[src/rtl/param_cpu_pkg.sv]
// rtl/param_cpu_pkg.sv - shared opcodes, state encoding and instruction field layout for param_cpu
//
// Purpose: constants and layout helpers imported by param_cpu and param_cpu_alu.
// Ports: none (package).

package param_cpu_pkg;

  // Opcodes (instruction bits [INSTR_W-1 -: 4])
  localparam logic [3:0] OP_LDI = 4'b0000;
  localparam logic [3:0] OP_ADD = 4'b0001;
  localparam logic [3:0] OP_SUB = 4'b0010;
  localparam logic [3:0] OP_AND = 4'b0011;
  localparam logic [3:0] OP_OR  = 4'b0100;
  localparam logic [3:0] OP_XOR = 4'b0101;
  localparam logic [3:0] OP_MOV = 4'b0110;
  localparam logic [3:0] OP_JMP = 4'b1000;
  localparam logic [3:0] OP_JZ  = 4'b1001;
  localparam logic [3:0] OP_JC  = 4'b1010;
  localparam logic [3:0] OP_OUT = 4'b1011;
  localparam logic [3:0] OP_HLT = 4'b1111;

  // Control FSM encoding
  localparam logic [1:0] ST_IDLE  = 2'd0;
  localparam logic [1:0] ST_FETCH = 2'd1;
  localparam logic [1:0] ST_EXEC  = 2'd2;
  localparam logic [1:0] ST_HALT  = 2'd3;

  // Instruction layout, MSB first: [opcode 4][rd rs_w][rs rs_w][imm data_w]
  function automatic int instr_width(input int rs_w, input int data_w);
    return 4 + 2 * rs_w + data_w;
  endfunction

  function automatic int op_lsb(input int rs_w, input int data_w);
    return 2 * rs_w + data_w;
  endfunction

  function automatic int rd_lsb(input int rs_w, input int data_w);
    return rs_w + data_w;
  endfunction

  function automatic int rs_lsb(input int data_w);
    return data_w;
  endfunction

endpackage

[src/rtl/param_cpu_alu.sv]
// rtl/param_cpu_alu.sv - combinational ALU for param_cpu
//
// Purpose: computes ADD/SUB/AND/OR/XOR on DATA_W-bit unsigned operands.
// Ports:
//   a, b    in  DATA_W  operands (a = rd value, b = rs value)
//   op      in  4       opcode
//   result  out DATA_W  result, modulo 2^DATA_W
//   c       out 1       ADD carry-out / SUB borrow (a<b) / 0 for logic ops
//   z       out 1       result == 0

module param_cpu_alu
  import param_cpu_pkg::*;
#(
  parameter int DATA_W = 8
) (
  input  logic [DATA_W-1:0] a,
  input  logic [DATA_W-1:0] b,
  input  logic [3:0]        op,
  output logic [DATA_W-1:0] result,
  output logic              c,
  output logic              z
);

  // One extra bit holds the carry/borrow out of the top of the word.
  logic [DATA_W:0] wide;

  always_comb begin
    wide = '0;
    c    = 1'b0;
    case (op)
      OP_ADD: begin
        wide = {1'b0, a} + {1'b0, b};
        c    = wide[DATA_W];
      end
      OP_SUB: begin
        // Borrow appears in the extra bit exactly when a < b.
        wide = {1'b0, a} - {1'b0, b};
        c    = wide[DATA_W];
      end
      OP_AND:  wide = {1'b0, a & b};
      OP_OR:   wide = {1'b0, a | b};
      OP_XOR:  wide = {1'b0, a ^ b};
      default: wide = {1'b0, b};
    endcase
    result = wide[DATA_W-1:0];
    z      = (result == '0);
  end

endmodule

[src/rtl/param_cpu.sv]
// rtl/param_cpu.sv - parametrised two-cycle-per-instruction CPU with program-load port
//
// Purpose: FETCH/EXEC CPU with register file, Z/C flags, jumps, output port and
// host-writable instruction memory.
// Ports:
//   clk        in  1        clock
//   reset      in  1        asynchronous, active-high
//   start      in  1        run from address 0 (IDLE/HALT only)
//   prog_we    in  1        instruction-memory write strobe (IDLE/HALT only)
//   prog_addr  in  PC_W     write address
//   prog_data  in  INSTR_W  write data
//   out_data   out DATA_W   last value emitted by OUT
//   out_valid  out 1        one-cycle pulse when out_data updates
//   busy       out 1        FETCH or EXEC
//   halted     out 1        HALT

module param_cpu
  import param_cpu_pkg::*;
#(
  parameter  int DATA_W     = 8,
  parameter  int NREGS      = 4,
  parameter  int IMEM_DEPTH = 16,
  localparam int RS_W       = $clog2(NREGS),
  localparam int PC_W       = $clog2(IMEM_DEPTH),
  localparam int INSTR_W    = instr_width(RS_W, DATA_W)
) (
  input  logic               clk,
  input  logic               reset,
  input  logic               start,
  input  logic               prog_we,
  input  logic [PC_W-1:0]    prog_addr,
  input  logic [INSTR_W-1:0] prog_data,
  output logic [DATA_W-1:0]  out_data,
  output logic               out_valid,
  output logic               busy,
  output logic               halted
);

  localparam int OP_LSB = op_lsb(RS_W, DATA_W);
  localparam int RD_LSB = rd_lsb(RS_W, DATA_W);
  localparam int RS_LSB = rs_lsb(DATA_W);

  logic [1:0]         state_q, state_d;
  logic [PC_W-1:0]    pc_q, pc_d;
  logic [INSTR_W-1:0] instr_q, instr_d;
  logic [DATA_W-1:0]  regs_q [NREGS];
  logic [DATA_W-1:0]  regs_d [NREGS];
  logic               z_q, z_d;
  logic               c_q, c_d;
  logic [DATA_W-1:0]  out_data_q, out_data_d;
  logic               out_valid_q, out_valid_d;

  // Not reset: program contents survive reset and HALT.
  logic [INSTR_W-1:0] imem [IMEM_DEPTH];

  logic               stopped;
  logic [3:0]         opcode;
  logic [RS_W-1:0]    rd;
  logic [RS_W-1:0]    rs;
  logic [DATA_W-1:0]  imm;
  logic [DATA_W-1:0]  rd_val;
  logic [DATA_W-1:0]  rs_val;
  logic [DATA_W-1:0]  alu_result;
  logic               alu_c;
  logic               alu_z;

  assign stopped = (state_q == ST_IDLE) || (state_q == ST_HALT);
  assign opcode  = instr_q[OP_LSB +: 4];
  assign rd      = instr_q[RD_LSB +: RS_W];
  assign rs      = instr_q[RS_LSB +: RS_W];
  assign imm     = instr_q[DATA_W-1:0];
  assign rd_val  = regs_q[rd];
  assign rs_val  = regs_q[rs];

  param_cpu_alu #(
    .DATA_W (DATA_W)
  ) u_alu (
    .a      (rd_val),
    .b      (rs_val),
    .op     (opcode),
    .result (alu_result),
    .c      (alu_c),
    .z      (alu_z)
  );

  // A write and a start on the same edge both land; the FETCH that follows
  // reads the freshly written word.
  always_ff @(posedge clk) begin
    if (prog_we && stopped) begin
      imem[prog_addr] <= prog_data;
    end
  end

  always_comb begin
    state_d     = state_q;
    pc_d        = pc_q;
    instr_d     = instr_q;
    regs_d      = regs_q;
    z_d         = z_q;
    c_d         = c_q;
    out_data_d  = out_data_q;
    out_valid_d = 1'b0;

    case (state_q)
      ST_IDLE, ST_HALT: begin
        if (start) begin
          state_d = ST_FETCH;
          pc_d    = '0;
          z_d     = 1'b0;
          c_d     = 1'b0;
          for (int i = 0; i < NREGS; i++) begin
            regs_d[i] = '0;
          end
        end
      end
      ST_FETCH: begin
        instr_d = imem[pc_q];
        pc_d    = pc_q + PC_W'(1);
        state_d = ST_EXEC;
      end
      ST_EXEC: begin
        state_d = ST_FETCH;
        case (opcode)
          OP_LDI: regs_d[rd] = imm;
          OP_ADD, OP_SUB, OP_AND, OP_OR, OP_XOR: begin
            regs_d[rd] = alu_result;
            z_d        = alu_z;
            c_d        = alu_c;
          end
          OP_MOV: regs_d[rd] = rs_val;
          // Jumps replace the pc+1 already written during FETCH.
          OP_JMP: pc_d = imm[PC_W-1:0];
          OP_JZ:  if (z_q) pc_d = imm[PC_W-1:0];
          OP_JC:  if (c_q) pc_d = imm[PC_W-1:0];
          OP_OUT: begin
            out_data_d  = rs_val;
            out_valid_d = 1'b1;
          end
          OP_HLT:  state_d = ST_HALT;
          default: ;
        endcase
      end
      default: state_d = ST_IDLE;
    endcase
  end

  always_ff @(posedge clk or posedge reset) begin
    if (reset) begin
      state_q     <= ST_IDLE;
      pc_q        <= '0;
      instr_q     <= '0;
      z_q         <= 1'b0;
      c_q         <= 1'b0;
      out_data_q  <= '0;
      out_valid_q <= 1'b0;
      for (int i = 0; i < NREGS; i++) begin
        regs_q[i] <= '0;
      end
    end else begin
      state_q     <= state_d;
      pc_q        <= pc_d;
      instr_q     <= instr_d;
      z_q         <= z_d;
      c_q         <= c_d;
      out_data_q  <= out_data_d;
      out_valid_q <= out_valid_d;
      for (int i = 0; i < NREGS; i++) begin
        regs_q[i] <= regs_d[i];
      end
    end
  end

  assign out_data  = out_data_q;
  assign out_valid = out_valid_q;
  assign busy      = (state_q == ST_FETCH) || (state_q == ST_EXEC);
  assign halted    = (state_q == ST_HALT);

endmodule
[config.mk]
export PLATFORM = sky130hd
export DESIGN_NAME = param_cpu
export DESIGN_NICKNAME = d
export VERILOG_FILES = /design/src/rtl/param_cpu_pkg.sv /design/src/rtl/param_cpu_alu.sv /design/src/rtl/param_cpu.sv
export SDC_FILE = /design/constraint.sdc
export NUM_CORES = 1
export LEC_CHECK = 0
export BUFFER_PORTS_ARGS = -buffer_cell sky130_fd_sc_hd__buf_2
export CORE_MARGIN = 2
export CORE_UTILIZATION = 63
export CTS_CLUSTER_SIZE = 12
export DETAILED_ROUTE_END_ITERATION = 8
export PLACE_DENSITY = 0.83
export SKIP_CTS_REPAIR_TIMING = 1
export SYNTH_ARGS = -nofsm -noshare
export SYNTH_HDL_FRONTEND = slang
export SYNTH_HIERARCHICAL = 1
export SYNTH_SLANG_ARGS = --single-unit
[constraint.sdc]
create_clock -name clk -period 4.5 [get_ports clk]
set_clock_uncertainty 0.1 [all_clocks]
set_input_delay 0.675 -clock clk [delete_from_list [all_inputs] [get_ports clk]]
set_output_delay 0.675 -clock clk [all_outputs]
set_load 0.03 [all_outputs]
==> impl_metrics.xml <==
<?xml version="1.0" encoding="UTF-8"?>
<metrics>
  <group name="critical_path">
    <metric name="setup.worst_path.start_class" unit="">flip-flop</metric>
    <metric name="critical_path_required" unit="ps">4870</metric>
    <metric name="max_fanout_on_critical_path" unit="">9</metric>
    <metric name="data_arrival_time_of_the_critical_path" unit="ps">4520</metric>
    <metric name="endpoint_kind" unit="">flip-flop</metric>
    <metric name="worst-setup-path-type" unit="">flip-flop to flip-flop</metric>
  </group>
  <group name="sta">
    <metric name="worst_slack" unit="ps">346</metric>
    <metric name="grt_setup_unrepaired" unit="">no</metric>
    <metric name="setup_viol_count_final" unit="">0</metric>
    <metric name="tns" unit="ps">0</metric>
    <metric name="maxSlewViolCount" unit="">0</metric>
    <metric name="final-hold-violation-count" unit="">0</metric>
    <metric name="worst-slew-pin-transition" unit="ps">1270</metric>
    <metric name="maxClockFrequency" unit="MHz">241</metric>
    <metric name="relSlewSlack" unit="">0.154</metric>
    <metric name="final.period_utilization" unit="">0.923</metric>
    <metric name="post-route-min-period" unit="ps">4150</metric>
  </group>
  <group name="clocking">
    <metric name="tritoncts" unit="">yes</metric>
    <metric name="ctsRootBufferMaster" unit="">sky130_fd_sc_hd__clkbuf_16</metric>
    <metric name="path_clk_slew" unit="ps">60</metric>
    <metric name="worstSkewPairLatency" unit="ps">520</metric>
    <metric name="cts_buffer_depth" unit="">3</metric>
    <metric name="tritoncts.num_buffers" unit="">34</metric>
    <metric name="cts.sink_count" unit="">321</metric>
    <metric name="ctsHtreeMaxLevel" unit="">2</metric>
  </group>
  <group name="grt">
    <metric name="vias_in_the_first_global_route" unit="">9523</metric>
    <metric name="grt_max_degree" unit="">69</metric>
    <metric name="grt-ovfl-total" unit="">0</metric>
    <metric name="grt_first_pass_wirelength" unit="um">56200</metric>
    <metric name="grtUsageTotal" unit="">0.303</metric>
    <metric name="antenna_found_initial" unit="">0</metric>
  </group>
  <group name="detailed_routing">
    <metric name="detailedRoute.firstIterationViolations" unit="">1260</metric>
    <metric name="firstDrtPassIters" unit="">5</metric>
    <metric name="drc" unit="">0</metric>
    <metric name="detail_route.wirelength" unit="um">36900</metric>
    <metric name="postRouteAntennaNets" unit="">0</metric>
    <metric name="vias" unit="">9578</metric>
    <metric name="detail_route.wl_per_cell" unit="um">26.6</metric>
    <metric name="viasPerCell" unit="">6.92</metric>
  </group>
  <group name="floorplan">
    <metric name="die_w" unit="um">158</metric>
    <metric name="rows" unit="">56</metric>
    <metric name="fp.dieArea" unit="um^2">25100</metric>
    <metric name="die_h" unit="um">158</metric>
    <metric name="core_area" unit="um^2">23400</metric>
    <metric name="floorplan.io_pins" unit="">35</metric>
    <metric name="start_util" unit="">0.641</metric>
  </group>
  <group name="synthesis">
    <metric name="syn-mean-instance-area" unit="um^2">14.9</metric>
    <metric name="ys_seq_area_frac" unit="">0.621</metric>
    <metric name="yosys.cell_types.count" unit="">73</metric>
    <metric name="number_of_synthesized_register_bits" unit="">321</metric>
    <metric name="cell_area_synth" unit="um^2">15000</metric>
    <metric name="synth_nets" unit="">1063</metric>
    <metric name="ys_warns" unit="">6</metric>
    <metric name="synth_edf_count" unit="">256</metric>
    <metric name="async_reset_ff_frac" unit="">0.202</metric>
    <metric name="postSynthCellCount" unit="">1008</metric>
    <metric name="most_used_flip_flop_cell_after_synthesis" unit="">sky130_fd_sc_hd__edfxtp_1</metric>
  </group>
  <group name="place">
    <metric name="port_buffers" unit="">34</metric>
    <metric name="placedCellCount" unit="">1327</metric>
    <metric name="detailedPlace.worstSlack" unit="ps">451</metric>
    <metric name="hpwl" unit="um">22300</metric>
    <metric name="gp_congestion" unit="">0.907</metric>
  </group>
  <group name="layout">
    <metric name="mostFrequentLayoutCells" unit="">sky130_fd_sc_hd__edfxtp_1, sky130_fd_sc_hd__mux2i_1, sky130_fd_sc_hd__dfrtp_1, sky130_fd_sc_hd__nand2_1</metric>
    <metric name="fraction_of_final_layout_cells_sized_beyond_drive_strength_1" unit="">0.187</metric>
    <metric name="post_layout_nonfiller_instances" unit="">1385</metric>
    <metric name="diodes" unit="">0</metric>
    <metric name="layout_commonest_cell" unit="">sky130_fd_sc_hd__edfxtp_1</metric>
    <metric name="nNetsFinal" unit="">1099</metric>
    <metric name="layout-area-overhead-vs-synth" unit="%">10.3</metric>
  </group>
  <group name="status">
    <metric name="status" unit="">finished clean</metric>
  </group>
  <group name="hold_path">
    <metric name="worstHoldPathType" unit="">input pin to async pin</metric>
  </group>
  <group name="pwr">
    <metric name="worst_ir_drop_vdd" unit="mV">0.370</metric>
    <metric name="power_density" unit="nW/um^2">589</metric>
    <metric name="p_leak" unit="uW">0.00574</metric>
  </group>
  <group name="job">
    <metric name="cap_viol_max_count" unit="">0</metric>
  </group>
</metrics>
cell usage after synthesis (21+ instances only):
cell	number	area, um^2
sky130_fd_sc_hd__mux4_2	54	1220
sky130_fd_sc_hd__buf_2	23	115
sky130_fd_sc_hd__a21oi_1	54	270
sky130_fd_sc_hd__mux2i_1	70	701
sky130_fd_sc_hd__edfxtp_1	256	7690
sky130_fd_sc_hd__nor2_1	41	154
sky130_fd_sc_hd__ha_1	29	363
sky130_fd_sc_hd__a221o_1	34	340
sky130_fd_sc_hd__nand2_1	62	233
sky130_fd_sc_hd__a22o_1	32	280
sky130_fd_sc_hd__a31oi_1	21	131
sky130_fd_sc_hd__inv_1	31	116
sky130_fd_sc_hd__o22ai_1	30	188
sky130_fd_sc_hd__clkbuf_1	23	86.3
sky130_fd_sc_hd__dfrtp_1	65	1630
layout make-up:
cell class	instances	area, um^2
timing repair buffer	63	400
tap	319	399
fill	1484	6850
clock inverter	5	71.3
sequential	321	9320
multi-input combinational	593	5260
clock buffer	53	982
inverter	31	116
power by group:
part	switching, uW	internal, uW
sequential	410	3420
combinational	1990	1270
clock	1140	1520
cells by family after synthesis:
kind of cell / Yosys count / synth area share
compound gates: 250 / 0.126
xor+xnor: 5 / 0.00292
fa+ha+maj: 31 / 0.0269
buf+inv: 94 / 0.0297
flops: 321 / 0.621
mux: 134 / 0.136
simple gates: 173 / 0.0583
per-layer routing:
| layer | track usage | part of all wire |
|---|---|---|
| met1 | 0.401 | 0.37 |
| met2 | 0.506 | 0.50 |
| met3 | 0.0528 | 0.098 |
| met4 | 0.122 | 0.038 |
| met5 | 0 | 0 |
sequential cells by signal (all words and copies together), names as in the netlist:
name and cells:
instr_q 16, out_data 8, imem 256, state_q 2, pc_q 4, z_q 1
regs_q 32, out_valid 1, c_q 1
worst max-delay path, cell delays in order, from the launching register on:
cell	delay, ps
sky130_fd_sc_hd__dfrtp_1	460
sky130_fd_sc_hd__mux4_2	660
sky130_fd_sc_hd__ha_1	270
sky130_fd_sc_hd__fa_1	420
sky130_fd_sc_hd__xor2_1	180
sky130_fd_sc_hd__a22oi_1	210
sky130_fd_sc_hd__a41oi_1	300
sky130_fd_sc_hd__or3_1	400
sky130_fd_sc_hd__or3_1	330
sky130_fd_sc_hd__nor4_2	310
sky130_fd_sc_hd__nand3_1	120
sky130_fd_sc_hd__a21boi_0	190
sky130_fd_sc_hd__a221o_1	130
through the flow:
step           total power (uW)  utilization  cell area [um^2]  hold WS (ps)
2_1_floorplan              6180            -             15000           377
3_3_place_gp               6930        0.662             15500           389
3_5_place_dp               7000        0.662             15500           391
4_1_cts                    9680        0.707             16600           187
5_1_grt                   10100        0.707             16600           229
6_report                   9740        0.707             16600           165
final timing paths:
kind	endpoint	slack, ps	cells after the start	from
max	z_q	350	12	instr_q[8]
min	regs_q[10]	160	2	reset
max reg2reg	z_q	350	12	instr_q[8]
min reg2reg	out_data[5]	400	1	out_data[5]
max in group asynchronous	regs_q[22]	3190	3	reset
min in group clk	out_data[5]	400	1	out_data[5]
No activity file was read; power rests on OpenSTA's default activity.
